<file path="config.mk">
export PLATFORM = sky130hd
export DESIGN_NAME = ikaopll_write_sequencer
export DESIGN_NICKNAME = d
export VERILOG_FILES = /design/src/rtl/ikaopll_seq_pkg.sv /design/src/rtl/ikaopll_seq_fifo.sv /design/src/rtl/ikaopll_write_sequencer.sv
export SDC_FILE = /design/constraint.sdc
export NUM_CORES = 1
export LEC_CHECK = 0
export BUFFER_PORTS_ARGS = -buffer_cell sky130_fd_sc_hd__buf_2
export CAP_MARGIN = 10
export CORE_MARGIN = 8
export CORE_UTILIZATION = 60
export CTS_BUF_LIST = sky130_fd_sc_hd__clkbuf_8
export CTS_CLUSTER_DIAMETER = 80
export DETAILED_ROUTE_END_ITERATION = 8
export GPL_TIMING_DRIVEN = 0
export PLACE_DENSITY = 0.79
export SKIP_CTS_REPAIR_TIMING = 1
export SLEW_MARGIN = 20
export SYNTH_ARGS = -nofsm -noshare
export SYNTH_HDL_FRONTEND = slang
export SYNTH_HIERARCHICAL = 1
export SYNTH_SLANG_ARGS = --single-unit
</file>
<file path="constraint.sdc">
create_clock -name i_EMUCLK -period 2.8 [get_ports i_EMUCLK]
set_clock_uncertainty 0.05 [all_clocks]
set_input_delay 0.28 -clock i_EMUCLK [delete_from_list [all_inputs] [get_ports i_EMUCLK]]
set_output_delay 0.28 -clock i_EMUCLK [all_outputs]
set_load 0.01 [all_outputs]
</file>
<file path="src/rtl/ikaopll_seq_pkg.sv">
// Shared types for the IKAOPLL write sequencer: FSM state encoding, the queued
// request record, and a small helper used to size the phase counter.
package ikaopll_seq_pkg;

  typedef enum logic [3:0] {
    IDLE,
    A_SETUP,
    A_STROBE,
    A_HOLD,
    A_WAIT,
    D_SETUP,
    D_STROBE,
    D_HOLD,
    D_WAIT
  } seq_state_e;

  typedef struct packed {
    logic [7:0] addr;
    logic [7:0] data;
  } seq_req_t;

  function automatic int maxOf3(input int a, input int b, input int c);
    int m;
    m = (a > b) ? a : b;
    m = (m > c) ? m : c;
    return m;
  endfunction

endpackage

</file>
<file path="src/rtl/ikaopll_seq_fifo.sv">
// Request queue for the write sequencer: DEPTH entries of one (register, data)
// pair each. Pointers carry one extra wrap bit so full and empty are told apart
// without a separate occupancy counter. Storage is not reset; flushing the
// pointers is enough to empty the queue.
module ikaopll_seq_fifo
  import ikaopll_seq_pkg::*;
#(
  parameter int DEPTH = 4
) (
  input  logic     clk_i,
  input  logic     rst_ni,
  input  logic     push_i,
  input  seq_req_t data_i,
  input  logic     pop_i,
  output seq_req_t data_o,
  output logic     full_o,
  output logic     empty_o
);

  localparam int AW = $clog2(DEPTH);
  localparam logic [AW:0] PTR_ONE = (AW + 1)'(1);

  logic [AW:0] wrPtr_q, wrPtr_d;
  logic [AW:0] rdPtr_q, rdPtr_d;
  seq_req_t    mem_q [DEPTH];

  assign empty_o = (wrPtr_q == rdPtr_q);
  assign full_o  = (wrPtr_q[AW] != rdPtr_q[AW]) && (wrPtr_q[AW-1:0] == rdPtr_q[AW-1:0]);
  assign data_o  = mem_q[rdPtr_q[AW-1:0]];

  // Advance each pointer independently so a simultaneous push and pop both land
  always_comb begin
    wrPtr_d = wrPtr_q;
    rdPtr_d = rdPtr_q;
    if (push_i && !full_o) begin
      wrPtr_d = wrPtr_q + PTR_ONE;
    end
    if (pop_i && !empty_o) begin
      rdPtr_d = rdPtr_q + PTR_ONE;
    end
  end

  // Pointer registers; reset empties the queue immediately
  always_ff @(posedge clk_i or negedge rst_ni) begin
    if (!rst_ni) begin
      wrPtr_q <= '0;
      rdPtr_q <= '0;
    end else begin
      wrPtr_q <= wrPtr_d;
      rdPtr_q <= rdPtr_d;
    end
  end

  // Entry storage, written at the slot the write pointer currently names
  always_ff @(posedge clk_i) begin
    if (push_i && !full_o) begin
      mem_q[wrPtr_q[AW-1:0]] <= data_i;
    end
  end

endmodule

</file>
<file path="src/rtl/ikaopll_write_sequencer.sv">
// Host-side write sequencer for IKAOPLL. Accepts (register, data) requests from
// a CPU/driver core, queues them, and replays each one on the chip bus as an
// address write (A0=0) followed by a data write (A0=1), leaving the bus idle for
// the chip's post-write wait after each half. The FSM only moves on phiM ticks;
// the request port accepts on any EMUCLK edge.
// Optional feature: define IKAOPLL_SEQ_ADDR_SKIP_EN to skip the address phase
// (and its wait) when a request targets the register written last.
module ikaopll_write_sequencer
  import ikaopll_seq_pkg::*;
#(
  parameter int FIFO_DEPTH = 4,
  parameter int WR_PULSE   = 2,
  parameter int ADDR_WAIT  = 12,
  parameter int DATA_WAIT  = 84
) (
  input  logic       i_EMUCLK,
  input  logic       i_IC_n,
  input  logic       i_phiM_PCEN_n,
  input  logic       i_REQ_VALID,
  output logic       o_REQ_READY,
  input  logic [7:0] i_REQ_ADDR,
  input  logic [7:0] i_REQ_DATA,
  output logic       o_CS_n,
  output logic       o_WR_n,
  output logic       o_A0,
  output logic [7:0] o_D,
  output logic       o_D_OE,
  output logic       o_BUSY,
  output logic       o_DONE
);

  localparam int CNT_MAX = maxOf3(WR_PULSE, ADDR_WAIT, DATA_WAIT);
  localparam int CNT_W   = $clog2(CNT_MAX + 1);

  localparam logic [CNT_W-1:0] CNT_ONE     = CNT_W'(1);
  localparam logic [CNT_W-1:0] STROBE_LOAD = CNT_W'(WR_PULSE - 1);
  localparam logic [CNT_W-1:0] AWAIT_LOAD  = CNT_W'(ADDR_WAIT - 1);
  localparam logic [CNT_W-1:0] DWAIT_LOAD  = CNT_W'(DATA_WAIT - 1);

  logic       tick;
  seq_req_t   reqIn;
  seq_req_t   fifoHead;
  logic       fifoFull;
  logic       fifoEmpty;
  logic       fifoPush;
  logic       fifoPop;
  logic       skipAddr;

  seq_state_e       state_q;
  logic [CNT_W-1:0] cnt_q;
  logic [7:0]       workData_q;
  logic             csN_q;
  logic             wrN_q;
  logic             a0_q;
  logic [7:0]       d_q;
  logic             dOe_q;
  logic             done_q;

  assign tick       = ~i_phiM_PCEN_n;
  assign reqIn.addr = i_REQ_ADDR;
  assign reqIn.data = i_REQ_DATA;
  assign fifoPush   = i_REQ_VALID & ~fifoFull;
  assign fifoPop    = tick & (state_q == IDLE) & ~fifoEmpty;

  ikaopll_seq_fifo #(
    .DEPTH (FIFO_DEPTH)
  ) u_fifo (
    .clk_i   (i_EMUCLK),
    .rst_ni  (i_IC_n),
    .push_i  (fifoPush),
    .data_i  (reqIn),
    .pop_i   (fifoPop),
    .data_o  (fifoHead),
    .full_o  (fifoFull),
    .empty_o (fifoEmpty)
  );

`ifdef IKAOPLL_SEQ_ADDR_SKIP_EN
  logic [7:0] lastAddr_q;
  logic       lastAddrValid_q;

  assign skipAddr = lastAddrValid_q && (lastAddr_q == fifoHead.addr);

  // Track the register the chip currently has latched; forgotten on reset
  always_ff @(posedge i_EMUCLK or negedge i_IC_n) begin
    if (!i_IC_n) begin
      lastAddr_q      <= '0;
      lastAddrValid_q <= 1'b0;
    end else if (fifoPop) begin
      lastAddr_q      <= fifoHead.addr;
      lastAddrValid_q <= 1'b1;
    end
  end
`else
  assign skipAddr = 1'b0;
`endif

  // Bus sequencer: each state holds for its tick budget, then loads the next
  // state's budget together with that state's bus levels, so the outputs are
  // registered and only move on tick edges
  always_ff @(posedge i_EMUCLK or negedge i_IC_n) begin
    if (!i_IC_n) begin
      state_q    <= IDLE;
      cnt_q      <= '0;
      workData_q <= '0;
      csN_q      <= 1'b1;
      wrN_q      <= 1'b1;
      a0_q       <= 1'b0;
      d_q        <= 8'h00;
      dOe_q      <= 1'b0;
      done_q     <= 1'b0;
    end else begin
      done_q <= 1'b0;
      if (tick) begin
        if (cnt_q != '0) begin
          cnt_q <= cnt_q - CNT_ONE;
        end else begin
          case (state_q)
            IDLE: begin
              if (!fifoEmpty) begin
                workData_q <= fifoHead.data;
                cnt_q      <= '0;
                csN_q      <= 1'b0;
                wrN_q      <= 1'b1;
                dOe_q      <= 1'b1;
                if (skipAddr) begin
                  state_q <= D_SETUP;
                  a0_q    <= 1'b1;
                  d_q     <= fifoHead.data;
                end else begin
                  state_q <= A_SETUP;
                  a0_q    <= 1'b0;
                  d_q     <= fifoHead.addr;
                end
              end
            end
            A_SETUP: begin
              state_q <= A_STROBE;
              cnt_q   <= STROBE_LOAD;
              wrN_q   <= 1'b0;
            end
            A_STROBE: begin
              state_q <= A_HOLD;
              cnt_q   <= '0;
              wrN_q   <= 1'b1;
              csN_q   <= 1'b1;
            end
            A_HOLD: begin
              state_q <= A_WAIT;
              cnt_q   <= AWAIT_LOAD;
              dOe_q   <= 1'b0;
            end
            A_WAIT: begin
              state_q <= D_SETUP;
              cnt_q   <= '0;
              csN_q   <= 1'b0;
              a0_q    <= 1'b1;
              d_q     <= workData_q;
              dOe_q   <= 1'b1;
            end
            D_SETUP: begin
              state_q <= D_STROBE;
              cnt_q   <= STROBE_LOAD;
              wrN_q   <= 1'b0;
            end
            D_STROBE: begin
              state_q <= D_HOLD;
              cnt_q   <= '0;
              wrN_q   <= 1'b1;
              csN_q   <= 1'b1;
            end
            D_HOLD: begin
              state_q <= D_WAIT;
              cnt_q   <= DWAIT_LOAD;
              dOe_q   <= 1'b0;
            end
            D_WAIT: begin
              state_q <= IDLE;
              cnt_q   <= '0;
              done_q  <= 1'b1;
            end
            default: begin
              state_q <= IDLE;
              cnt_q   <= '0;
              csN_q   <= 1'b1;
              wrN_q   <= 1'b1;
              dOe_q   <= 1'b0;
            end
          endcase
        end
      end
    end
  end

  assign o_REQ_READY = ~fifoFull;
  assign o_CS_n      = csN_q;
  assign o_WR_n      = wrN_q;
  assign o_A0        = a0_q;
  assign o_D         = d_q;
  assign o_D_OE      = dOe_q;
  assign o_DONE      = done_q;
  assign o_BUSY      = ~fifoEmpty | (state_q != IDLE);

endmodule

</file>
## Word level (Yosys, flattened, before mapping)

Memory sizes are Yosys's and may differ from the RTL's.
Cells that the tools add are included.

| cells by class | value |
|---|---|
| mux-type cells | 18 |
| $lt $le $gt $ge | 0 |
| shift-type cells | 0 |
| divide/modulo/power cells | 0 |
| bitwise gates (word level) | 11 |
| multiply operators | 0 |
| add/subtract/negate cells | 3 |
| reduce and logical (&&, ||, !) cells | 20 |
| eq/ne operators | 13 |

Operators with widths:

| operator | count |
|---|---|
| 4-bit one-hot mux with 8 select lines | 1 |
| 7-bit one-hot mux with 4 select lines | 1 |
| 4-bit AND reduction | 5 |
| 4-bit by 3-bit == test with 1-bit output, second input constant | 4 |
| 8-bit one-hot mux with 2 select lines | 1 |
| 7-bit two-way mux | 2 |
| 5-bit OR reduction | 2 |
| 1-bit one-hot mux with 3 select lines | 3 |
| 4-bit by 2-bit == test with 1-bit output, second input constant | 2 |
| 8-bit two-way mux | 1 |
| 1-bit two-way mux | 7 |
| 1-bit inverter | 7 |
| 7-bit nonzero test | 1 |
| 7-bit by 1-bit subtractor with 7-bit output, second input constant | 1 |
| 3-bit by 1-bit adder with 3-bit output, second input constant | 2 |
| 4-bit by 1-bit == test with 1-bit output, second input constant | 1 |
| 4-bit == test, second input constant | 1 |
| 4-bit zero test | 1 |
| 4-bit two-way mux | 1 |
| 4-bit nonzero test | 1 |
| 4-bit OR reduction | 1 |
| 1-bit bitwise AND | 3 |
| 3-bit == test | 1 |
| 1-bit logical AND | 3 |
| 11 further kinds | 12 |

| storage, ports and cells | value |
|---|---|
| memory bits (read-only) | 0 |
| logic and storage cells | 77 |
| output and inout port bits | 15 |
| RAM bits | 64 |
| bits in registers | 38 |
| latch bits | 0 |
| memories | 1 |

Memory list:

| memory | depth | width | rd ports | clocked after Yosys merged registers in | write ports | line | text |
|---|---|---|---|---|---|---|---|
| u_fifo.mem_q | 4 | 16 | 1 | 0 | 1 | ikaopll_seq_fifo.sv:25 | `seq_req_t mem_q [DEPTH];` |

## Longest topological paths before layout

| depth | value |
|---|---|
| depth after elaboration | 7 |
| gate-level depth with buffers | 9 |
| depth with buffers taken out | 7 |

## Hierarchy

The synthesis kept the hierarchy.

By module, submodules not included:

| module | area each (µm²) | cells an instance | times used |
|---|---|---|---|
| ikaopll_seq_fifo | 2830.2 | 135 | 1 |
| ikaopll_write_sequencer | 1736.7 | 153 | 1 |

## Least setup slack after synthesis

OpenSTA, ideal clock, no wires.

| timing path | value |
|---|---|
| kind | register -> register |
| from | register u_fifo.rdPtr_q[0] |
| to | memory u_fifo/mem_q[0][0] (netlist bit), enable pin |
| path slack | 0.516 ns |
| cell stages (with the launch flop) | 10 |
| arrival time | 1.861 ns |
| clock period less this slack | 2.284 ns |
| library setup time | 0.374 ns |
| data required time | 2.376 ns |
| path through | dfrtp_1 buf_6 xnor2_2 buf_6 nand3_1 inv_1 nor2b_1 inv_1 a31oi_2 and2_1 |

| between the ends | value |
|---|---|
| longest elaborated chain between the ends | 7 |
| elaborated cells on any way between the ends | 8 |
| those cells by class | eq/ne: 1; mux: 2; bitwise: 2; reduce/logical: 3 |

RTL lines:

| item | line | text |
|---|---|---|
| start, declared | ikaopll_seq_fifo.sv:24 | `logic [AW:0] rdPtr_q, rdPtr_d;` |
| start signal, assigned | ikaopll_seq_fifo.sv:50 | `rdPtr_q <= rdPtr_d;` |
| 2-bit == test | ikaopll_seq_fifo.sv:28 | `assign full_o = (wrPtr_q[AW] != rdPtr_q[AW]) && (wrPtr_q[AW-1:0] == rdPtr_q[AW-1:0]);` |
| 1-bit logical AND | ikaopll_seq_fifo.sv:28 |  |
| named net fifoFull | ikaopll_write_sequencer.sv:43 | `logic fifoFull;` |
| 1-bit inverter | ikaopll_write_sequencer.sv:62 | `assign fifoPush = i_REQ_VALID & ~fifoFull;` |
| 1-bit bitwise AND | ikaopll_write_sequencer.sv:62 |  |
| named net fifoPush | ikaopll_write_sequencer.sv:45 | `logic fifoPush;` |
| 1-bit logical AND | ikaopll_seq_fifo.sv:56 | `if (push_i && !full_o) begin` |
| 1-bit two-way mux | ikaopll_seq_fifo.sv:56 |  |
| 1-bit two-way mux (not written as such) | ikaopll_seq_fifo.sv:57 | `mem_q[wrPtr_q[AW-1:0]] <= data_i;` |
| end, declared | ikaopll_seq_fifo.sv:25 |  |

The timed path passes the listed nets, and every way through them passes these cells.

## Worst setup path after layout

| timing path | value |
|---|---|
| from | register u_fifo.rdPtr_q[0] |
| to | register workData_q[0] |

| between the ends | value |
|---|---|
| longest elaborated chain between the ends | 3 |
| elaborated cells on any way between the ends | 4 |
| those cells by class | eq/ne: 1; bitwise: 1; reduce/logical: 1; memory: 1 |

RTL lines:

| item | line | text |
|---|---|---|
| 3-bit == test | ikaopll_seq_fifo.sv:27 | `assign empty_o = (wrPtr_q == rdPtr_q);` |
| named net fifoEmpty | ikaopll_write_sequencer.sv:44 | `logic fifoEmpty;` |
| 1-bit inverter (no source line) | n/a |  |
| 4-bit AND reduction (no source line) | n/a |  |
| end signal, assigned | ikaopll_write_sequencer.sv:121 | `workData_q <= fifoHead.data;` |
| end, declared | ikaopll_write_sequencer.sv:51 | `logic [7:0] workData_q;` |

The timed path passes the listed nets, and every way through them passes these cells.
A chain may end at the register's enable or synchronous reset.

==> impl_metrics.json <==
{
  "synth.top_cells.by_count": "edfxtp_1 (64), dfrtp_1 (36), mux2_2 (26), inv_1 (14), mux4_2 (12)",
  "reg2reg_depth": 7,
  "place_inst": 424,
  "die_h_um": 103,
  "start_kind": "register",
  "slew_headroom_pct": 42.2,
  "wl_um": 8110,
  "peakVddDrop_uv": 550,
  "pin_count": 35,
  "ant_nets": 0,
  "grt_pass1_vias": 2677,
  "cts-root-buf": "clkbuf_8",
  "p_int_w": 0.00331,
  "firstDrtPassIters": 4,
  "p_leak_nw": 1.97,
  "ys_seq_area_share_pct": 63.0,
  "routedWlPerCell_um": 18.4,
  "slowest_delay_ps": 550,
  "grtUsageTotal_pct": 16.9,
  "dieArea_um2": 10700,
  "clockPowerShare_pct": 17.7,
  "worstReg2RegStart": "u_fifo/rdPtr_q[0]$_DFFE_PN0P_",
  "synth.distinct_cells": 54,
  "via_count": 2570,
  "core_region_area_um2": 7570,
  "worstSetupPathType": "reg2reg",
  "drt-initial-drc-count": 87,
  "r2r_end": "workData_q[0]$_DFFE_PN0P_",
  "synthArstFlopShare_pct": 37.3,
  "finalHoldViolCount": 36,
  "clkSinkCount": 102,
  "clk_path_buf_depth": 2,
  "end_kind": "register",
  "clk_latency_ps": 360,
  "yosysMostFrequentCell": "edfxtp_1",
  "dp_hpwl_um": 5530,
  "antenna_found_initial": 0,
  "grt_max_degree": 39,
  "setup_viol": 0,
  "nets": 360,
  "maxSlewViolCount": 0,
  "violations": "negative hold slack",
  "rows": 32,
  "yosysTopAreaCell": "edfxtp_1",
  "max_cap_viol_count": 0,
  "synth_warnings": 6,
  "tns_ps": 0,
  "numPortBuffers": 34,
  "power_frac_seq_pct": 45.6,
  "syn_inst": 288,
  "drive_gt1_share_pct": 33.4,
  "switching_share_pct": 35.1,
  "synth_top_area_share_pct": 42.1,
  "synth_edf_count": 64,
  "n_antenna_cell": 0,
  "place.gp.congestion": 0.845,
  "area_delta_synth_final_pct": 11.2,
  "min_period_ps": 2510,
  "combPwrFrac_pct": 36.7,
  "synth_seq_cells": 102,
  "stdcell_count": 440,
  "power_density_nw_per_um2": 1000,
  "cts_max_level": 3,
  "avgSynthCellArea_um2": 15.9,
  "die_w_um": 103,
  "netSwitchingPower_w": 0.00179,
  "cts_buffers": 9,
  "arrival_ps": 2710,
  "clkTransAtPathRegs_ps": 100,
  "cp.required_ps": 3000,
  "grt_setup_unrepaired": "false",
  "reg2reg_slack_ps": 290,
  "status": "complete, but fails checks",
  "clock.fmax_ghz": 0.398,
  "yosys-top-cells-area": "edfxtp_1 (42%), dfrtp_1 (20%), mux2_2 (6.4%)",
  "cts_tree": "done",
  "vias_per_cell": 5.84,
  "crit_top_cell": "buf_6",
  "worst_slew_pin_slew_ps": 867,
  "synth_area_um2": 4570,
  "yosys_most_used_dff": "edfxtp_1",
  "critical_path.cell_chain": "buf_6, xnor2_2, buf_6, and3_1, nor2_1, nand4_1, mux2_2",
  "timing.hold.ws_ps": -26.7,
  "period_share_pct": 89.6,
  "start_util_pct": 60.4,
  "worst-path-max-fanout": 10,
  "min_path_type": "in2async",
  "syn_nets": 315,
  "grt_pass1_wl_um": 13300,
  "critical_path.slowest_cell": "nand4_1",
  "grt_overflow": 0,
  "drcViolationCount": 0
}
placed cells by master (no fill, tap or decap), types with 4 or more instances in the layout:
master     n
buf_2     38
nor2_1     6
nor3_1     6
nand2b_1   6
clkbuf_1   5
edfxtp_1  64
mux4_1     4
clkbuf_8   9
o211ai_1   6
ha_1       7
dfrtp_1   36
inv_1     14
a21oi_1    8
nand3_1    4
o21ai_0    6
buf_6      4
mux4_2    12
mux2_2    26
nor2b_1    5
a21o_1     5
nand2_1    6
metal layers:
layer	share of wire, %	track usage (%)	routed length [µm]
met5	0	0	0
met3	3.6	3.15	294
met2	49	27.3	3990
met4	1.7	7.34	136
met1	45	21.8	3680
registers in the layout (all words and copies together), names as in the netlist:
signal and count:
cnt_q 7, o_A0 1, o_CS_n 1, o_D 8, o_DONE 1, o_D_OE 1, o_WR_n 1, state_q 4
u_fifo/mem_q 64, u_fifo/rdPtr_q 3, u_fifo/wrPtr_q 3, workData_q 8
power groups by stage:
stage | logic, W | clock network [W] | registers [W]
finish | 0.00187 | 0.000903 | 0.00233
global route | 0.00207 | 0.000988 | 0.00237
CTS | 0.00189 | 0.000921 | 0.00233
detailed placement | 0.00188 | 0 | 0.00236
global placement | 0.00182 | 0 | 0.00233
floorplan | 0.00139 | 0 | 0.00233
layout make-up:
cell class,count,area [µm²]
Sequential cell,102,2880
Fill cell,515,2490
Multi-Input combinational cell,158,1560
Timing Repair Buffer,34,170
Tap cell,102,128
Clock buffer,9,124
Buffer,14,91.3
Clock inverter,7,78.8
Inverter,14,52.6
stage by stage:
stage	utilization (%)	area (µm²)	hold WS, ps	worst slack (ps)	total power, W
after floorplan	-	4570	-65.6	516	0.00372
after global placement	64.3	4860	388	56.6	0.00416
after detailed placement	64.4	4870	398	39.3	0.00425
after CTS	67.1	5080	-11.2	25.8	0.00514
after global routing	67.1	5080	21.6	171	0.00543
final	67.1	5080	-26.7	290	0.00510
cell families after synthesis:
group	count (synthesis)	share of synthesized area, %
AO/OA/AOI/OAI	41	6.52
flip-flops	102	63.0
multiplexers	43	14.8
AND/OR/NAND/NOR	60	8.77
buffers and inverters	28	3.15
adder cells (fa/ha/maj)	7	1.92
XOR/XNOR	7	1.84
how the worst max path moves through the flow:
| stage | slack, ps | endpoint | cells past startpoint | startpoint |
|---|---|---|---|---|
| floorplan | 520 | u_fifo/mem_q[0][0]$_DFFE_PP_ | 9 | u_fifo/rdPtr_q[0]$_DFFE_PN0P_ |
| global placement | 60 | u_fifo/mem_q[0][14]$_DFFE_PP_ | 9 | u_fifo/rdPtr_q[0]$_DFFE_PN0P_ |
| detailed placement | 40 | u_fifo/mem_q[0][14]$_DFFE_PP_ | 9 | u_fifo/rdPtr_q[0]$_DFFE_PN0P_ |
| finish | 290 | workData_q[0]$_DFFE_PN0P_ | 7 | u_fifo/rdPtr_q[0]$_DFFE_PN0P_ |
| global route | 170 | u_fifo/mem_q[1][13]$_DFFE_PP_ | 9 | u_fifo/rdPtr_q[0]$_DFFE_PN0P_ |
| CTS | 30 | u_fifo/mem_q[0][0]$_DFFE_PP_ | 9 | u_fifo/rdPtr_q[0]$_DFFE_PN0P_ |
critical path, delay by kind of cell, from the launching register on:
kind / cells / cell delay [ps]
flip-flops: 1 / 410
multiplexers: 1 / 500
XOR/XNOR: 1 / 160
buffers and inverters: 2 / 320
AND/OR/NAND/NOR: 3 / 960
(Power assumes the default switching activity.)
